===== src/rtl/wide_add_seq.sv =====
// Multi-cycle adder: WIDTH-bit operands summed CHUNK bits per cycle, LSB first.
// Optional subtract mode (op_sub port) enabled by defining WIDE_ADD_SEQ_SUB_EN.
module wide_add_seq #(
  parameter int unsigned WIDTH = 32,
  parameter int unsigned CHUNK = 4
) (
  input  logic             clk,
  input  logic             rst_n,
  input  logic             start,
  input  logic [WIDTH-1:0] a,
  input  logic [WIDTH-1:0] b,
  input  logic             cin,
`ifdef WIDE_ADD_SEQ_SUB_EN
  input  logic             op_sub,
`endif
  output logic             busy,
  output logic             done,
  output logic [WIDTH-1:0] s,
  output logic             cout
);

  localparam int unsigned NCH  = WIDTH / CHUNK;
  localparam int unsigned CntW = (NCH > 1) ? $clog2(NCH) : 1;
  localparam logic [CntW-1:0] LastCnt = CntW'(NCH - 1);

  typedef enum logic [1:0] {StIdle, StRun, StDone} state_e;

  state_e            state_q, state_d;
  logic [WIDTH-1:0]  a_q, a_d;
  logic [WIDTH-1:0]  b_q, b_d;
  logic [WIDTH-1:0]  acc_q, acc_d;
  logic              carry_q, carry_d;
  logic [CntW-1:0]   cnt_q, cnt_d;
  logic [WIDTH-1:0]  s_q, s_d;
  logic              cout_q, cout_d;
  logic [CHUNK:0]    slice_sum;
  logic [WIDTH-1:0]  acc_shift;
  logic [WIDTH-1:0]  b_load;
  logic              carry_load;

  assign slice_sum = {1'b0, a_q[CHUNK-1:0]} + {1'b0, b_q[CHUNK-1:0]} + {{CHUNK{1'b0}}, carry_q};

  // New slice enters at the MSB end so the accumulator is aligned after NCH shifts.
  assign acc_shift = (acc_q >> CHUNK) | (WIDTH'(slice_sum[CHUNK-1:0]) << (WIDTH - CHUNK));

`ifdef WIDE_ADD_SEQ_SUB_EN
  assign b_load     = op_sub ? ~b : b;
  assign carry_load = op_sub ? 1'b1 : cin;
`else
  assign b_load     = b;
  assign carry_load = cin;
`endif

  always_comb begin
    state_d = state_q;
    a_d     = a_q;
    b_d     = b_q;
    acc_d   = acc_q;
    carry_d = carry_q;
    cnt_d   = cnt_q;
    s_d     = s_q;
    cout_d  = cout_q;
    unique case (state_q)
      StIdle: begin
        if (start) begin
          a_d     = a;
          b_d     = b_load;
          carry_d = carry_load;
          acc_d   = '0;
          cnt_d   = '0;
          state_d = StRun;
        end
      end
      StRun: begin
        a_d     = a_q >> CHUNK;
        b_d     = b_q >> CHUNK;
        acc_d   = acc_shift;
        carry_d = slice_sum[CHUNK];
        cnt_d   = cnt_q + CntW'(1);
        if (cnt_q == LastCnt) begin
          s_d     = acc_shift;
          cout_d  = slice_sum[CHUNK];
          state_d = StDone;
        end
      end
      StDone: begin
        state_d = StIdle;
      end
      default: begin
        state_d = StIdle;
      end
    endcase
  end

  always_ff @(posedge clk or negedge rst_n) begin
    if (!rst_n) begin
      state_q <= StIdle;
      a_q     <= '0;
      b_q     <= '0;
      acc_q   <= '0;
      carry_q <= 1'b0;
      cnt_q   <= '0;
      s_q     <= '0;
      cout_q  <= 1'b0;
    end else begin
      state_q <= state_d;
      a_q     <= a_d;
      b_q     <= b_d;
      acc_q   <= acc_d;
      carry_q <= carry_d;
      cnt_q   <= cnt_d;
      s_q     <= s_d;
      cout_q  <= cout_d;
    end
  end

  assign busy = (state_q != StIdle);
  assign done = (state_q == StDone);
  assign s    = s_q;
  assign cout = cout_q;

endmodule

===== config.mk =====
export PLATFORM = sky130hd
export DESIGN_NAME = wide_add_seq
export DESIGN_NICKNAME = d
export VERILOG_FILES = /design/src/rtl/wide_add_seq.sv
export SDC_FILE = /design/constraint.sdc
export NUM_CORES = 1
export LEC_CHECK = 0
export CAP_MARGIN = 20
export CORE_UTILIZATION = 50
export DETAILED_ROUTE_END_ITERATION = 10
export PLACE_DENSITY = 0.77
export REMOVE_ABC_BUFFERS = 1
export SYNTH_ARGS = -nofsm -noshare
export SYNTH_HDL_FRONTEND = slang
export SYNTH_SLANG_ARGS = --single-unit

===== constraint.sdc =====
create_clock -name clk -period 3.2 [get_ports clk]
set_input_delay 0.48 -clock clk [delete_from_list [all_inputs] [get_ports clk]]
set_output_delay 0.48 -clock clk [all_outputs]
set_load 0.01 [all_outputs]

==> results.yml <==
final_layout:
  diodes: 0
  final_util_pct: 68.08
  fill_cells: 838
  drive_above_1_share_pct: 13.86
  areaGrowthSynthToFinish_pct: 30.79
  fin_nets: 661
floorplan:
  io_pins: 103
  dieArea_sq_um: 11920
  core_area_sq_um: 11030
  die_h_microns: 109.2
  dieWidth_microns: 109.2
  rows: 38
  initial_utilization_pct: 52.05
critical_path:
  critical_path_buf_inv_count: 1
  crit_chain: "or2_2 -> clkdlybuf4s50_1"
  worst-path-max-fanout: 29
  crit_path_end_kind: "output pin"
  required_ps: 2720
  crit_arrival_ps: 1870
  cpMaxStageDelayCell: "dfrtp_2"
  path_class: "reg2out"
  cp_top_family: "flip-flops"
  cpPeakStageDelay_ps: 600
  start_kind: "register"
synthesis:
  synthArstFlopShare_pct: 100.0
  synth_area_sq_um: 5742
  ys_seq_area_share_pct: 57.09
  synth.top_cell.area_share_pct: 57.09
  synth_ff_type: "dfrtp_1"
  ys_warn_count: 0
  synth_edf_count: 0
  synth_common_cells: "dfrtp_1, o21ai_0, a22oi_1"
  syn-instance-count: 492
  synth.distinct_cells: 30
  synth_area_leaders: "dfrtp_1, a22oi_1, mux2_4"
  synth_top_area_cell: "dfrtp_1"
  avgSynthCellArea_sq_um: 11.67
  ys_ff_latch: 131
  synth_most_common_cell: "dfrtp_1"
drt:
  wl_per_cell_microns: 16.46
  via_count: 4202
  ant_nets: 0
  drtIter0Drc: 237
  dr.pass1.iters: 5
  remaining_drc_errors: 0
  vias_per_cell: 5.686
  wirelength_microns: 12160
grt:
  grt_pass1_wl_microns: 20250
  antenna_found_initial: 0
  grt_pass1_vias: 4118
  grt.total_usage_pct: 22.28
  grt_overflow: 0
  grt_max_degree: 119
sta:
  hold_slack_ps: 26.80
  fin_crit_ps: 2348
  hold_viol: 0
  fmax_mhz: 425.8
  setup_viol: 0
  clock_skew_ps: 8.330
  worst_pin_slew_ps: 757.4
  slew_headroom_pct: 49.24
  min_period_over_period_pct: 73.39
  timing_max_transition_violations_final: 0
  rsz0062_at_grt: "no"
clock_tree:
  tritoncts: "built"
  htreeDepth: 4
  cts_setup_buffers: 0
  cts_buffer_depth: 2
  ctsResizeCount: 0
  clkSlewWorstSetupHoldPaths_ps: 60
  cts_hold_buf: 0
  clock_sinks: 131
  cts_buffers: 17
  cts-root-buf: "clkbuf_16"
  clk-insertion-delay-late_ps: 420
worst_hold_path:
  hp-class: "in2async"
place:
  dp_hpwl_microns: 7707
  gp_congestion: 0.7899
  port_buffers: 102
power_and_ir_drop:
  powerDensity_nw_per_um2: 948.8
  p_leak_nw: 3.345
  ir_drop_uv: 430.9
run:
  drv_cap: 0
run_status:
  outcome: "finished, final reports clean"
==> layer usage <==
layer | share of wire (%) | track usage, % | vias up
li1 | - | - | 1981
met1 | 45 | 30.26 | 2055
met2 | 48 | 34.32 | 146
met3 | 5.3 | 6.216 | 20
met4 | 1.3 | 7.722 | 0
met5 | 0 | 0 | -
==> area by class of cell <==
type                    count  area, sq um  share of cell area (%)
flip-flops and latches    131         3281                   43.69
clock inverters            11        177.7                   2.366
clock buffers              21        460.4                   6.131
repair buffers            117         1155                   15.38
multi-input cells         317         2253                   30.01
inverters                   2        7.507                 0.09997
well taps                 140        175.2                   2.333
==> path summary, 6_finish.rpt <==
kind | slack, ps | start | endpoint | cells past startpoint
min | 30 | rst_n | s[6] | 1
max reg2reg | 930 | state_q[0] | a_q[26] | 5
max in group asynchronous | 2500 | rst_n | a_q[20] | 2
min reg2reg | 480 | b_q[8] | b_q[8] | 2
max | 850 | state_q[0] | busy | 2
min in group clk | 480 | b_q[8] | b_q[8] | 2
==> cell families after synthesis <==
| group | count (synthesis) | synth area share, % |
|---|---|---|
| buffers and inverters | 44 | 3.966 |
| XOR/XNOR | 1 | 0.1526 |
| adder cells (fa/ha/maj) | 7 | 1.787 |
| AO/OA/AOI/OAI | 197 | 22.05 |
| multiplexers | 30 | 7.387 |
| flip-flops | 131 | 57.09 |
| AND/OR/NAND/NOR | 82 | 7.562 |
==> flip-flops by register name, indices dropped and copies added, names as in the netlist <==
register and count:
s 32, carry_q 1, cnt_q 3, cout 1, a_q 32, b_q 32
state_q 2, acc_q 28
==> cell usage in the layout, fill, tap and decap left out, drive strengths merged <==
cell type,Yosys,routed
o21ai,64,64
a21oi,39,39
clkinv,0,4
o21bai,1,1
nor2b,40,40
buf,25,16
nand2b,1,1
and3b,1,1
o31ai,2,2
nand3,1,1
o211ai,1,1
clkinvlp,0,3
a22oi,56,56
or2,1,1
fa,2,2
a21o,1,1
nand2,35,35
inv,2,2
bufinv,0,4
clkdlybuf4s50,0,101
nand3b,1,1
xnor2,1,1
mux2,30,30
clkbuf,17,21
a21boi,1,1
dfrtp,131,131
a22o,31,31
and2,1,1
ha,5,5
a32o,1,1
or3b,1,1
==> report_power, final <==
part / switching [mW] / leakage [nW] / internal [mW] / total [mW]
Clock: 0.717 / 0.300 / 1.35 / 2.07
Sequential: 0.508 / 1.72 / 2.33 / 2.84
Combinational: 0.983 / 1.33 / 1.24 / 2.22
==> stage by stage <==
step | setup TNS [ps] | setup WS [ps] | instance area, sq um | power [mW] | std cells
finish | 0 | 851.5 | 7510 | 7.125 | 739
global route | 0 | 755.8 | 7510 | 7.566 | 739
CTS | 0 | 836.2 | 7482 | 7.174 | 738
detailed placement | 0 | 969.1 | 6844 | 5.081 | 706
global placement | 0 | 1021 | 6844 | 4.948 | 706
floorplan | -29140 | -604.3 | 5522 | 4.112 | 450
Note: power is estimated with default switching activity, not from simulation.
